**config.mk**
```make
export PLATFORM = sky130hd
export DESIGN_NAME = ysyx_22050854_clint
export DESIGN_NICKNAME = d
export VERILOG_FILES = /design/src/rtl/ysyx_22050854_clint.sv
export SDC_FILE = /design/constraint.sdc
export NUM_CORES = 1
export LEC_CHECK = 0
export ABC_AREA = 1
export BUFFER_PORTS_ARGS = -buffer_cell sky130_fd_sc_hd__buf_2
export CORE_UTILIZATION = 55
export CTS_BUF_LIST = sky130_fd_sc_hd__clkbuf_4
export DETAILED_ROUTE_END_ITERATION = 16
export HOLD_SLACK_MARGIN = 0.03
export PLACE_DENSITY = 0.77
export SLEW_MARGIN = 20
export SYNTH_ARGS = -nofsm -noshare
export SYNTH_HDL_FRONTEND = slang
export SYNTH_SLANG_ARGS = --single-unit
```
**constraint.sdc**
```tcl
create_clock -name clk -period 5.8 [get_ports clk]
set_input_delay 1.16 -clock clk [delete_from_list [all_inputs] [get_ports clk]]
set_output_delay 1.16 -clock clk [all_outputs]
set_load 0.05 [all_outputs]
```
**src/rtl/ysyx_22050854_clint.sv**
```systemverilog
// ysyx_22050854_clint: machine timer / software interrupt block behind a two-state LSU handshake.
// Build option: define YSYX_22050854_CLINT_MSIP_EN to make msip a real register driving soft_interrupt.
module ysyx_22050854_clint #(
  parameter int TICK_DIV = 1
) (
  input  logic        clk,
  input  logic        rst_n,
  input  logic        req_valid,
  output logic        req_ready,
  input  logic        req_wen,
  input  logic [31:0] req_addr,
  input  logic [63:0] req_wdata,
  input  logic [7:0]  req_wstrb,
  output logic        resp_valid,
  input  logic        resp_ready,
  output logic [63:0] resp_rdata,
  output logic        resp_err,
  output logic        timer_interrupt,
  output logic        soft_interrupt
);
  localparam logic [31:0] ADDR_MSIP  = 32'h0200_0000;
  localparam logic [31:0] ADDR_CMP   = 32'h0200_4000;
  localparam logic [31:0] ADDR_MTIME = 32'h0200_BFF8;
  localparam logic [7:0]  PRESC_MAX  = 8'(TICK_DIV - 1);

  typedef enum logic {IDLE, RESP} state_t;

  state_t      state;
  logic [63:0] mtime, mtimecmp, mtime_inc, mtime_next, mtimecmp_next;
  logic [63:0] wmask, rdata_sel;
  logic [7:0]  presc, presc_next;
  logic        accept, wr, sel_msip, sel_cmp, sel_mtime, mapped, tick, msip;

  assign req_ready = (state == IDLE);
  assign accept    = req_valid && req_ready;
  assign wr        = accept && req_wen;
  assign sel_msip  = (req_addr == ADDR_MSIP);
  assign sel_cmp   = (req_addr == ADDR_CMP);
  assign sel_mtime = (req_addr == ADDR_MTIME);
  assign mapped    = sel_msip || sel_cmp || sel_mtime;

  always_comb begin
    wmask = '0;
    for (int i = 0; i < 8; i++) wmask[i*8 +: 8] = {8{req_wstrb[i]}};
  end

  // Write bytes override the already-incremented value so a same-edge tick is not lost.
  assign tick          = (presc == PRESC_MAX);
  assign mtime_inc     = tick ? mtime + 64'd1 : mtime;
  assign mtime_next    = (wr && sel_mtime) ? ((req_wdata & wmask) | (mtime_inc & ~wmask)) : mtime_inc;
  assign mtimecmp_next = (wr && sel_cmp) ? ((req_wdata & wmask) | (mtimecmp & ~wmask)) : mtimecmp;
  assign presc_next    = ((wr && sel_mtime) || tick) ? 8'd0 : presc + 8'd1;

`ifdef YSYX_22050854_CLINT_MSIP_EN
  always_ff @(posedge clk) begin
    if (!rst_n) msip <= 1'b0;
    else if (wr && sel_msip && req_wstrb[0]) msip <= req_wdata[0];
  end
`else
  assign msip = 1'b0;
`endif

  assign soft_interrupt = msip;

  always_comb begin
    rdata_sel = '0;
    if (sel_msip)       rdata_sel = {63'd0, msip};
    else if (sel_cmp)   rdata_sel = mtimecmp;
    else if (sel_mtime) rdata_sel = mtime;
  end

  always_ff @(posedge clk) begin
    if (!rst_n) begin
      state           <= IDLE;
      resp_valid      <= 1'b0;
      resp_rdata      <= '0;
      resp_err        <= 1'b0;
      mtime           <= '0;
      mtimecmp        <= '1;
      presc           <= '0;
      timer_interrupt <= 1'b0;
    end else begin
      mtime           <= mtime_next;
      mtimecmp        <= mtimecmp_next;
      presc           <= presc_next;
      timer_interrupt <= (mtime_next >= mtimecmp_next);
      case (state)
        IDLE: if (accept) begin
          state      <= RESP;
          resp_valid <= 1'b1;
          resp_rdata <= req_wen ? 64'd0 : rdata_sel;
          resp_err   <= !mapped;
        end
        RESP: if (resp_ready) begin
          state      <= IDLE;
          resp_valid <= 1'b0;
        end
        default: state <= IDLE;
      endcase
    end
  end
endmodule

```
==> flow_summary.json, run 1 <==
{
  "run_status": "complete, no violations",
  "synth_top_flop_cell": "dfxtp_1",
  "syn_nets": 2273,
  "reg2reg_depth": 23,
  "num_io_pins": 178,
  "worstPathMaxFanout": 19,
  "yosys_warnings": 0,
  "ant_nets": 0,
  "grt_pass1_wl_um": 66700,
  "design_area_sq_um": 14600,
  "worst_slew_pin_slew_ns": 0.869,
  "postPlaceCellArea_sq_um": 13900,
  "min_path_type": "reg -> reg",
  "clock-sinks": 204,
  "sequentialPowerShare_pct": 50.3,
  "max_freq_mhz": 234,
  "clk_latency_ns": 0.67,
  "pre_cts_slack_ns": 1.02,
  "synth_edf_count": 0,
  "switching_power_uw": 718,
  "min_period_over_period_pct": 73.7,
  "die_area_sq_um": 24000,
  "vias": 14282,
  "worstReg2RegStart": "presc[0]$_SDFF_PP0_",
  "cts_tree": "yes",
  "final_common_cell": "nand2_1",
  "nNetsFinal": 2450,
  "r2r_end": "timer_interrupt$_SDFF_PN0_",
  "grt_util_met1_pct": 45.9,
  "drive_gt1_share_pct": 13.6,
  "cts_root_buffer": "clkbuf_4",
  "synth_area_sq_um": 12800,
  "first_pass_iters": 6,
  "cts_made_buffers": 53,
  "gr-total-overflow": 0,
  "synth_seq_cells": 204,
  "coreArea_sq_um": 22800,
  "grt_util_met3_pct": 6.81,
  "slew-limit-headroom_pct": 42.0,
  "slowest_stage": "inv_2",
  "crit_top_cell": "nand2_1",
  "yosysUniqueCellTypes": 39,
  "fin_crit_ns": 4.28,
  "setup_viol": 0,
  "dp.cells": 2531,
  "rsz0062_at_grt": "false",
  "grt_antenna_before_repair": 1,
  "drv_cap": 0,
  "nFillCells": 2226,
  "worstSetupStartpointType": "input port",
  "layout_common_cells": "nand2_1, inv_1, nor2_1, nand3_1, dfxtp_1",
  "cp_cell_sequence": "buf_2, inv_1, nand2_1, nor3_1, nand2_1, nor2_4, nand3_1, inv_2, nand2_1, nand2_1, o31ai_1, ha_1, nand2_1, nor2_1, nand4_1, nor2_1, nand2_1, nor3b_1, nand2_1, a21oi_1",
  "drc": 0,
  "crit_required_ns": 6.39,
  "critPathLaunch": "req_addr[13]",
  "routed_wl_um": 43000,
  "swShare_pct": 25.7,
  "met2_usage_pct": 58.2,
  "gp_congestion": 1.00,
  "postSynthCellCount": 2097,
  "reg2reg_setup_slack_ns": 1.99,
  "p_leak_nw": 7.61,
  "grt_max_degree": 69,
  "grt_pass1_vias": 13169,
  "area_delta_synth_final_pct": 13.8,
  "die_w_um": 155,
  "viasPerCell": 5.43,
  "arrival_ns": 4.87,
  "drtIter0Drc": 1317,
  "vdd_drop_max_uv": 166,
  "p_int_mw": 2.08,
  "fin_skew_ns": 0.0242,
  "async_reset_ff_share_pct": 0,
  "fin_setup_tns_ns": 0,
  "power_per_cell_area_nw_per_um2": 191,
  "rows": 55,
  "grtUsageTotal_pct": 35.4,
  "fin_ws_ns": 1.52,
  "combPwrFrac_pct": 5.6,
  "ys_seq_area_share_pct": 31.8,
  "instances_no_fill": 2628,
  "io_buffers": 176,
  "cpPeakStageDelay_ns": 0.53,
  "clk_path_buf_depth": 3,
  "grt-busiest-layer": "met2",
  "ctsHtreeMaxLevel": 2,
  "start_util_pct": 56.4,
  "cts_setup_buffers": 0,
  "wl_per_cell_um": 16.4,
  "hold_depth": 2,
  "endpoint_kind": "flop",
  "hpwl_um": 31800,
  "dieHeight_um": 155,
  "syn_avg_cell_area_sq_um": 6.13,
  "hold_viol": 0,
  "p_clk_share_pct": 44.1,
  "critPathKind": "in -> reg",
  "slew_viol_final": 0,
  "crit_end": "timer_interrupt$_SDFF_PN0_",
  "postCtsHoldBufs": 0,
  "cts_resized": 0,
  "path_clk_slew_ns": 0.06
}
## sequential cells by signal, summed over array words and instances (netlist names)
signal           flops
timer_interrupt      1
resp_rdata          64
resp_err             1
mtimecmp            64
presc                8
state                1
mtime               64
resp_valid           1
## synthesized netlist by cell type (5+ instances only)
cell type  count  share of area [%]
nand2_2        6               0.29
dfxtp_1      204                 32
nor2_1       217                6.3
o21ai_1       19               0.74
xnor2_1       11               0.75
o21bai_1       5               0.29
a21oi_1      133                5.2
nand3b_1       9               0.53
nor3_1        19               0.74
nor2_2         5               0.24
inv_2         10               0.29
nand4_1       35                1.7
a21oi_2        8               0.55
nand3_1      216                8.4
ha_1          67                6.5
inv_1        248                7.2
buf_2         16               0.62
nor2_4         6               0.53
o21ai_0       66                2.6
clkbuf_1      48                1.4
nand2_1      709                 21
xor2_1        12               0.82
## power groups by stage
stage	clock, mW	combinational, mW	sequential (mW)
CTS	1.26	0.155	1.41
detailed placement	0	0.155	1.44
finish	1.23	0.158	1.41
floorplan	0	0.0714	1.44
global route	1.33	0.168	1.41
global placement	0	0.153	1.44
## critical path: cells and delay by family
kind                       cells  cell delay [ns]
AOI/OAI and AO/OA              2             0.20
adders and majority gates      1             0.31
buffers and inverters          3             0.70
and+or+nand+nor               14             2.48
## through the flow
stage	utilization, %	power [mW]	hold WS (ns)
floorplan	-	1.51	0.441
global placement	61.2	1.59	0.449
detailed placement	61.2	1.59	0.452
CTS	64.1	2.82	0.461
global route	64.2	2.90	0.475
finish	64.2	2.80	0.460
## cell type report
cell class                      count  area, sq um  area share, %
Antenna cell                        2         5.00         0.0342
Clock buffer                       74          556           3.80
Clock inverter                     20          103          0.702
Inverter                          258          971           6.64
Multi-Input combinational cell   1564         7490           51.2
Sequential cell                   204         4080           27.9
Tap cell                          313          392           2.68
Timing Repair Buffer              193         1020           6.98
## worst min-delay path by stage
stage | from | to
3_5_place_dp | resp_rdata[23]$_SDFFE_PN0P_ | resp_rdata[23]$_SDFFE_PN0P_
2_1_floorplan | presc[0]$_SDFF_PP0_ | presc[0]$_SDFF_PP0_
3_3_place_gp | resp_rdata[16]$_SDFFE_PN0P_ | resp_rdata[16]$_SDFFE_PN0P_
6_report | resp_rdata[26]$_SDFFE_PN0P_ | resp_rdata[26]$_SDFFE_PN0P_
4_1_cts | resp_rdata[26]$_SDFFE_PN0P_ | resp_rdata[26]$_SDFFE_PN0P_
5_1_grt | resp_rdata[39]$_SDFFE_PN0P_ | resp_rdata[39]$_SDFFE_PN0P_
## per-layer routing
metal  wire length (um)  vias to the layer above
met4               1420                        0
met1              18600                     6432
met3               4020                      112
met5                  0                        -
li1                   -                     7066
met2              19000                      672
## cell families after synthesis
logic type / share of synthesized area, %
xor gates and xnor gates: 1.57
buffers and inverters: 9.94
DFF: 31.8
other: 0.0292
and+or+nand+nor: 40.5
adders and majority gates: 6.53
AOI/OAI and AO/OA: 9.61
Note: power is estimated with default switching activity, not from simulation.
==> run 2: changes to the inputs <==
--- a/config.mk
+++ b/config.mk
@@ -7,11 +7,11 @@
 export LEC_CHECK = 0
 export ABC_AREA = 1
 export BUFFER_PORTS_ARGS = -buffer_cell sky130_fd_sc_hd__buf_2
-export CORE_UTILIZATION = 55
+export CORE_UTILIZATION = 54
 export CTS_BUF_LIST = sky130_fd_sc_hd__clkbuf_4
 export DETAILED_ROUTE_END_ITERATION = 16
 export HOLD_SLACK_MARGIN = 0.03
-export PLACE_DENSITY = 0.77
+export PLACE_DENSITY = 0.79
 export SLEW_MARGIN = 20
 export SYNTH_ARGS = -nofsm -noshare
 export SYNTH_HDL_FRONTEND = slang
==> constraint.sdc (replaced) <==
create_clock -name clk -period 3.6 [get_ports clk]
set_input_delay 0.72 -clock clk [delete_from_list [all_inputs] [get_ports clk]]
set_output_delay 0.72 -clock clk [all_outputs]
set_load 0.05 [all_outputs]
==> flow_summary.json, run 2 (same netlist as run 1, synthesis figures left out) <==
{
  "area_delta_synth_final_pct": 19.1,
  "first_pass_iters": 7,
  "reg2reg_setup_slack_ns": 0.22,
  "reg2reg_depth": 21,
  "hold-worst-slack_ns": 0.287,
  "cts_made_buffers": 57,
  "gp_congestion": 0.999,
  "layout_common_cells": "nand2_1, inv_1, nand3_1, dfxtp_1, nor2_1",
  "cp.depth": 21,
  "clk_path_buf_depth": 3,
  "grt_max_degree": 70,
  "crit_required_ns": 4.19,
  "crit_top_cell": "nand2_1",
  "critPathKind": "reg -> reg",
  "cp_cell_sequence": "nand2_1, nor2_1, inv_1, nor2_4, buf_12, nand3_4, nor2_4, nand2_1, nand2_1, nand3_1, nand2_1, inv_1, ha_1, nand2_1, nor2_4, nand4_1, nor2_4, nand2_2, nor3b_4, nand2_1, a21oi_1",
  "wl_met3_um": 3840,
  "ff_latch_area_sq_um": 4090,
  "top_layer": "met4",
  "p_leak_nw": 7.98,
  "drive_gt1_share_pct": 17.4,
  "drv_cap": 0,
  "cts_root_buffer": "clkbuf_4",
  "slew-limit-headroom_pct": 45.3,
  "die_area_sq_um": 24400,
  "final_common_cell": "nand2_1",
  "run_status": "complete, no violations",
  "grt_pass1_vias": 13609,
  "path_clk_slew_ns": 0.06,
  "die_w_um": 156,
  "fin_crit_ns": 3.38,
  "clock-sinks": 204,
  "slowest_stage": "dfxtp_1",
  "grt_pass1_wl_um": 68700,
  "min_period_over_period_pct": 94.0,
  "clk_latency_ns": 0.72,
  "worst_slew_pin_slew_ns": 0.820,
  "grtUsageTotal_pct": 35.9,
  "critPathTopFamily": "simple AND/OR/NAND/NOR gates",
  "hpwl_um": 32700,
  "hold_depth": 4,
  "vdd_drop_max_uv": 311,
  "max_freq_mhz": 295,
  "cpPeakStageDelay_ns": 0.42,
  "min_path_type": "in -> reg",
  "wl_per_cell_um": 16.2,
  "postCtsHoldBufs": 0,
  "path_buf_inv": 3,
  "worstPathMaxFanout": 8,
  "hold_viol": 0,
  "setup_viol": 0,
  "vias": 14525,
  "drtIter0Drc": 1175,
  "grt_antenna_before_repair": 1,
  "multi_input_area_sq_um": 7630,
  "final_core_util_pct": 65.4,
  "slew_viol_final": 0,
  "start_util_pct": 54.9,
  "endpoint_kind": "flop",
  "rows": 56,
  "dr_wl_met2_um": 19600,
  "rsz0062_at_grt": "false",
  "fin_skew_ns": 0.0565,
  "nFillCells": 2302,
  "ant_nets": 0,
  "nNetsFinal": 2519,
  "ctsHtreeMaxLevel": 2,
  "cts_tree": "yes",
  "wl_met1_um": 19000,
  "arrival_ns": 3.97,
  "gr-total-overflow": 0,
  "drc": 0,
  "worstSetupStartpointType": "flop",
  "num_io_pins": 178,
  "dieHeight_um": 156,
  "power_per_cell_area_nw_per_um2": 297,
  "fin_setup_tns_ns": 0,
  "io_buffers": 176,
  "viasPerCell": 5.38,
  "top_regs": "mtime x64, mtimecmp x64, resp_rdata x64",
  "coreArea_sq_um": 23400,
  "routed_wl_um": 43900
}
-- run 2: cell types whose count changed in the layout (fill, tap and decap cells not counted), moves of 3 or more --
cell      previous run  this run
nand3_2              2         8
nor2_1             217       200
dfxtp_1            204       201
buf_4               16        78
nor2_4               7        16
nor2_2               4        12
buf_12               1         4
dfxtp_2              0         3
nand3_1            216       210
nand2_1            709       706
nand2_2              6         9
clkbuf_4            74        79
-- run 2: final timing paths --
check / to / start
max reg2reg: timer_interrupt$_SDFF_PN0_ / mtime[4]$_SDFF_PN0_
min reg2reg: resp_rdata[12]$_SDFFE_PN0P_ / resp_rdata[12]$_SDFFE_PN0P_
min: resp_valid$_SDFFE_PN0P_ / resp_ready
max: timer_interrupt$_SDFF_PN0_ / mtime[4]$_SDFF_PN0_
-- run 2: per-layer routing --
layer  vias to the layer above  GRT usage, %
li1                       7198             -
met4                         0          13.4
met2                       588          59.5
met1                      6638          46.7
met3                       101          5.76
met5                         -             0
-- run 2: power by group --
group          total [mW]  leakage (nW)  switching [mW]  internal, mW
combinational       0.257          5.93           0.182        0.0750
clock                2.02         0.399            1.02          1.00
sequential           2.27          1.65         0.00464          2.26
-- run 2: timing repair --
item                       in CTS  in global routing
gates resized for setup         6                 35
buffers inserted                3                  5
setup endpoints to repair       1                  1
pin swaps                       1                  5
-- run 2: final cells by class --
type | count | share of cell area, %
Clock inverter | 19 | 0.466
Multi-Input combinational cell | 1564 | 49.9
Sequential cell | 204 | 26.7
Antenna cell | 1 | 0.0164
Timing Repair Buffer | 258 | 10.1
Clock buffer | 79 | 3.88
Tap cell | 319 | 2.61
Inverter | 258 | 6.35
-- run 2: worst min-delay path, stage by stage --
cell     delay (ns)
buf_2          0.07
nand2_1        0.05
nand2_1        0.07
nor2_1         0.04
-- run 2: stage by stage --
stage	worst slack, ns	instance area, sq um	total power [mW]	cells
6_report	0.216	15300	4.55	2702
5_1_grt	0.0279	15300	4.72	2702
4_1_cts	0.0624	15100	4.56	2696
3_5_place_dp	-0.529	14400	2.57	2595
3_3_place_gp	-0.496	14400	2.57	2595
2_1_floorplan	0.541	12800	2.44	2097
